`config.mk`:
```
export PLATFORM = sky130hd
export DESIGN_NAME = lfsr_rand_gen
export DESIGN_NICKNAME = d
export VERILOG_FILES = /design/src/rtl/frog_pkg.sv /design/src/rtl/tick_divider.sv /design/src/rtl/lfsr_rand_gen.sv
export SDC_FILE = /design/constraint.sdc
export NUM_CORES = 1
export LEC_CHECK = 0
export CORE_AREA = 2 2 61 63
export CTS_CLUSTER_DIAMETER = 80
export DETAILED_ROUTE_END_ITERATION = 6
export DIE_AREA = 0 0 63 65
export GPL_ROUTABILITY_DRIVEN = 0
export GPL_TIMING_DRIVEN = 0
export HOLD_SLACK_MARGIN = 0.1
export PLACE_DENSITY = 0.77
export SKIP_CTS_REPAIR_TIMING = 1
export SLEW_MARGIN = 20
export SYNTH_ARGS = -nofsm -noshare
export SYNTH_HDL_FRONTEND = slang
export SYNTH_HIERARCHICAL = 1
export SYNTH_SLANG_ARGS = --single-unit
```
`constraint.sdc`:
```
create_clock -name clk -period 1.96 [get_ports clk]
set_input_delay 0.588 -clock clk [delete_from_list [all_inputs] [get_ports clk]]
set_output_delay 0.588 -clock clk [all_outputs]
set_load 0.05 [all_outputs]
```
`src/rtl/frog_pkg.sv`:
```
// Shared constants for the frog game datapath: random source and comparator widths.
// No latency; declarations only.
// No flow control; declarations only.
package frog_pkg;

  // Random operand width; the a<b comparator operands are sized from this.
  localparam int RAND_W = 10;

  // x^10 + x^7 + 1 expressed on state bits 9 and 6; maximal length, period 1023.
  localparam logic [RAND_W-1:0] LFSR_TAPS = 10'h240;

  // Power-on state, also the substitute for a zero seed (zero is the lockup state).
  localparam logic [RAND_W-1:0] LFSR_SEED = 10'h001;

  // Comparator operand type.
  typedef logic [RAND_W-1:0] rand_t;

endpackage

```
`src/rtl/tick_divider.sv`:
```
// Prescaler: emits tick on the enabled cycle that completes every DIV enabled cycles.
// Latency: tick is combinational from enable and the registered count (zero cycles).
// No backpressure: count holds while enable is low; clear restarts the phase.
module tick_divider #(
  parameter int DIV = 1
) (
  input  logic clk,
  input  logic reset_n,
  input  logic enable,
  input  logic clear,
  output logic tick
);

  // A one-bit counter is kept even for DIV=1 so the port/compare widths stay legal.
  localparam int CW = (DIV > 1) ? $clog2(DIV) : 1;
  localparam logic [CW-1:0] LAST = CW'(DIV - 1);

  logic [CW-1:0] cnt;

  assign tick = enable && (cnt == LAST);

  // Phase counter: restart on clear, wrap to zero on the tick cycle, else count enabled cycles.
  always_ff @(posedge clk or negedge reset_n) begin
    if (!reset_n) begin
      cnt <= '0;
    end else if (clear) begin
      cnt <= '0;
    end else if (enable) begin
      if (cnt == LAST) cnt <= '0;
      else             cnt <= cnt + CW'(1);
    end
  end

endmodule

```
`src/rtl/lfsr_rand_gen.sv`:
```
// Pseudo-random operand source (Fibonacci LFSR) with seed load, lockup guard and wrap flag.
// Latency: one cycle; rand_out/rand_valid/wrapped update on the edge that samples load/enable.
// No backpressure: the consumer samples rand_out whenever rand_valid pulses; state holds otherwise.
module lfsr_rand_gen
  import frog_pkg::*;
#(
  parameter int                 WIDTH        = RAND_W,
  parameter logic [WIDTH-1:0]   TAP_MASK     = LFSR_TAPS,
  parameter logic [WIDTH-1:0]   DEFAULT_SEED = LFSR_SEED,
  parameter int                 DIV          = 1
) (
  input  logic             clk,
  input  logic             reset_n,
  input  logic             enable,
  input  logic             load,
  input  logic [WIDTH-1:0] seed,
  output logic [WIDTH-1:0] rand_out,
  output logic             rand_valid,
  output logic             wrapped,
  output logic [WIDTH-1:0] step_cnt
);

  logic [WIDTH-1:0] state;
  logic [WIDTH-1:0] seed_reg;
  logic [WIDTH-1:0] nxt;
  logic [WIDTH-1:0] seed_sel;
  logic             tick;

  // The prescaler is cleared by load so a fresh seed always starts a full DIV phase.
  tick_divider #(
    .DIV (DIV)
  ) u_div (
    .clk     (clk),
    .reset_n (reset_n),
    .enable  (enable),
    .clear   (load),
    .tick    (tick)
  );

  // Next LFSR value; an all-zero state can only come from a fault, so recover to the default seed.
  always_comb begin
    nxt = {state[WIDTH-2:0], ^(state & TAP_MASK)};
    if (state == '0) nxt = DEFAULT_SEED;
  end

  // A zero seed would lock the LFSR, so it is replaced by the default seed.
  assign seed_sel = (seed == '0) ? DEFAULT_SEED : seed;

  // LFSR, seed register, step counter and wrap/valid pulses; load beats enable.
  always_ff @(posedge clk or negedge reset_n) begin
    if (!reset_n) begin
      state      <= DEFAULT_SEED;
      seed_reg   <= DEFAULT_SEED;
      step_cnt   <= '0;
      rand_valid <= 1'b0;
      wrapped    <= 1'b0;
    end else if (load) begin
      state      <= seed_sel;
      seed_reg   <= seed_sel;
      step_cnt   <= '0;
      rand_valid <= 1'b1;
      wrapped    <= 1'b0;
    end else if (tick) begin
      state      <= nxt;
      rand_valid <= 1'b1;
      // Returning to the loaded seed marks a full period; restart the advance count.
      if (nxt == seed_reg) begin
        wrapped  <= 1'b1;
        step_cnt <= '0;
      end else begin
        wrapped  <= 1'b0;
        step_cnt <= step_cnt + WIDTH'(1);
      end
    end else begin
      rand_valid <= 1'b0;
      wrapped    <= 1'b0;
    end
  end

  assign rand_out = state;

endmodule

```
==> results.yml <==
status:
  status: "complete, no violations"
die:
  start_util_pct: 47.4
  fp.dieH_um: 65
  dieArea_sq_um: 4100
  coreArea_sq_um: 3500
  num_rows: 22
  io_pins: 36
  die_x_um: 63
route:
  firstDrtPassIters: 4
  drc: 0
  vias_per_cell: 5.27
  wl_per_cell_um: 14.5
  antenna_left: 0
  wirelength_mm: 3.82
  via_count: 1390
  drt-initial-drc-count: 73
place:
  dp_hpwl_mm: 2.61
  io_buffers: 34
  preCtsSetupSlack_ps: -7.47
  dpl-instance-area_sq_um: 2050
power:
  p_leak_nw: 1.25
  p_sw_share_pct: 33.0
  power_density_nw_per_um2: 689
  comb_power_share_pct: 22.5
  power.net_switching_w: 0.000498
  peakVddDrop_mv: 0.430
  clock_power_share_pct: 26.9
  intPower_w: 0.00101
  power_frac_seq_pct: 50.6
sta:
  relSlewSlack_pct: 52.5
  worst_pin_slew_ps: 713
  drv_slew: 0
  setup_viol: 0
  hold_viol: 0
  min_period_ps: 1920
  period_share_pct: 97.8
  setup_ws_ps: 42.9
  skew_ps: 12.4
  fmax_ghz: 0.522
  rsz0062_at_grt: "no"
clocking:
  htree_levels: 2
  cts.path.max_buffers: 2
  clk_latency_ps: 340
  root_buffer: "clkbuf_4"
  clkSinkCount: 32
  cts_inserted_buffers: 5
  tritoncts: "built"
  path_clk_slew_ps: 110
finish:
  fin_area_sq_um: 2190
  multi_input_area_sq_um: 779
  final_common_cell: "dfrtp_1"
  nets: 230
  syn_to_final_growth_pct: 32.3
  drive_above_1_share_pct: 12.0
  most-common-layout-cells: "29 x dfrtp_1, 25 x o21ai_0, 21 x dlymetal6s2s_1"
  n_antenna_cell: 0
  seq_area_sq_um: 805
  fillerInstances: 294
synthesis:
  syn-num-nets: 188
  netlist.area_leader.share_pct: 45.3
  synth_cell_types: 33
  yosysSeqAreaShare_pct: 48.5
  ys.warnings.count: 6
  ys.flop_type: "dfrtp_1"
  syn_inst: 173
  ys_seq_elements: 32
  synth_edf_count: 0
  synth_area_leader_cell: "dfrtp_1"
  syn_area_sq_um: 1660
  synth.top_cells.by_area: "dfrtp_1 45%, o21ai_0 7.6%, mux2i_1 6.0%, dfstp_2 3.2%, xor2_1 3.2%"
  syn_area_per_cell_sq_um: 9.58
  async_reset_ff_share_pct: 100
global_route:
  grt_max_degree: 33
  antenna_found_initial: 0
  groute.usage.overall_pct: 20.0
  first_global_vias: 1386
  grt_overflow_total: 0
  grt_pass1_wl_mm: 6.36
critical_path:
  crit_fanout: 6
  path_delay_family: "flip-flops"
  crit_type: "flip-flop to primary output"
  cpPeakStageDelay_ps: 520
  timing.rr.start: "rand_out[4]"
  cp_slowest_cell: "dfrtp_1"
  critPathArrivalTime_ps: 1330
  worst-path-buf-inv: 1
  cp-end-kind: "primary output"
  path_cells: "dlymetal6s2s_1"
  cp-start-kind: "flip-flop"
  worst_ep_required_time_ps: 1370
  startpoint: "rand_out[6]"
hold_path:
  hold_path_class: "primary input to async pin"
job:
  drv_cap: 0
==> power by group through the flow <==
stage | Combinational [W] | Sequential [W] | Clock (W)
after CTS | 0.000340 | 0.000758 | 0.000405
after detailed placement | 0.000338 | 0.000771 | 0
after global routing | 0.000367 | 0.000772 | 0.000442
after global placement | 0.000337 | 0.000770 | 0
final | 0.000340 | 0.000763 | 0.000406
after floorplan | 0.000122 | 0.000855 | 0
==> cells by family after synthesis <==
logic type	Yosys count	share of synthesized area, %
buffers and inverters	20	5.74
AO/OA/AOI/OAI	38	12.0
XOR/XNOR	11	5.82
flip-flops	32	48.5
AND/OR/NAND/NOR	60	20.5
adder cells (fa/ha/maj)	1	0.755
multiplexers	11	6.72
==> final timing paths <==
kind	endpoint	slack, ps	cells past startpoint
min in group clk	seed_reg[0]	530	2
hold reg to reg	seed_reg[0]	530	2
setup / recovery	rand_out[6]	40	1
hold / removal	rand_out[3]	290	1
setup reg to reg	step_cnt[2]	230	7
max in group asynchronous	rand_out[4]	1180	1
==> cells in the mapped netlist (2+ instances only) <==
master and instances:
nor3_1 4, inv_1 11, mux2i_1 10, o21ai_0 25, clkbuf_1 3, nor2b_1 6
xnor2_1 5, nor4_1 2, nor2_1 8, and3_1 6, a21oi_1 7, nand3_1 7
nand4b_1 2, xor2_1 6, nand3b_1 2, buf_2 3, dfstp_2 2, nand2_1 11
dfrtp_1 30, nand2b_1 6, a31oi_1 5
==> per-stage QoR <==
stage                     std cells  utilization (%)  hold slack [ps]  power, W  setup TNS, ps
after global placement          255             58.8              498   0.00111          -9710
final                           264             62.7              285   0.00151              0
after CTS                       263             60.5              307   0.00150          -5000
after global routing            264             62.7              332   0.00158              0
after detailed placement        255             58.7              511   0.00111          -11.6
after floorplan                 173                -              292  0.000977              0
==> layer usage <==
metal,track usage [%],routed length (um),vias to the layer above
met3,3.47,146,7
li1,-,-,673
met2,32.0,1830,27
met4,10.0,78,0
met1,26.2,1770,683
met5,0,0,-
==> layout make-up <==
type | instances | area share, %
plain buffers | 9 | 2.46
clock buffers | 6 | 2.34
clock inverters | 2 | 0.457
inverters | 11 | 1.88
multi-input cells | 121 | 35.6
flip-flops and latches | 32 | 36.7
well taps | 48 | 2.74
repair buffers | 35 | 17.8
(Power assumes the default switching activity.)
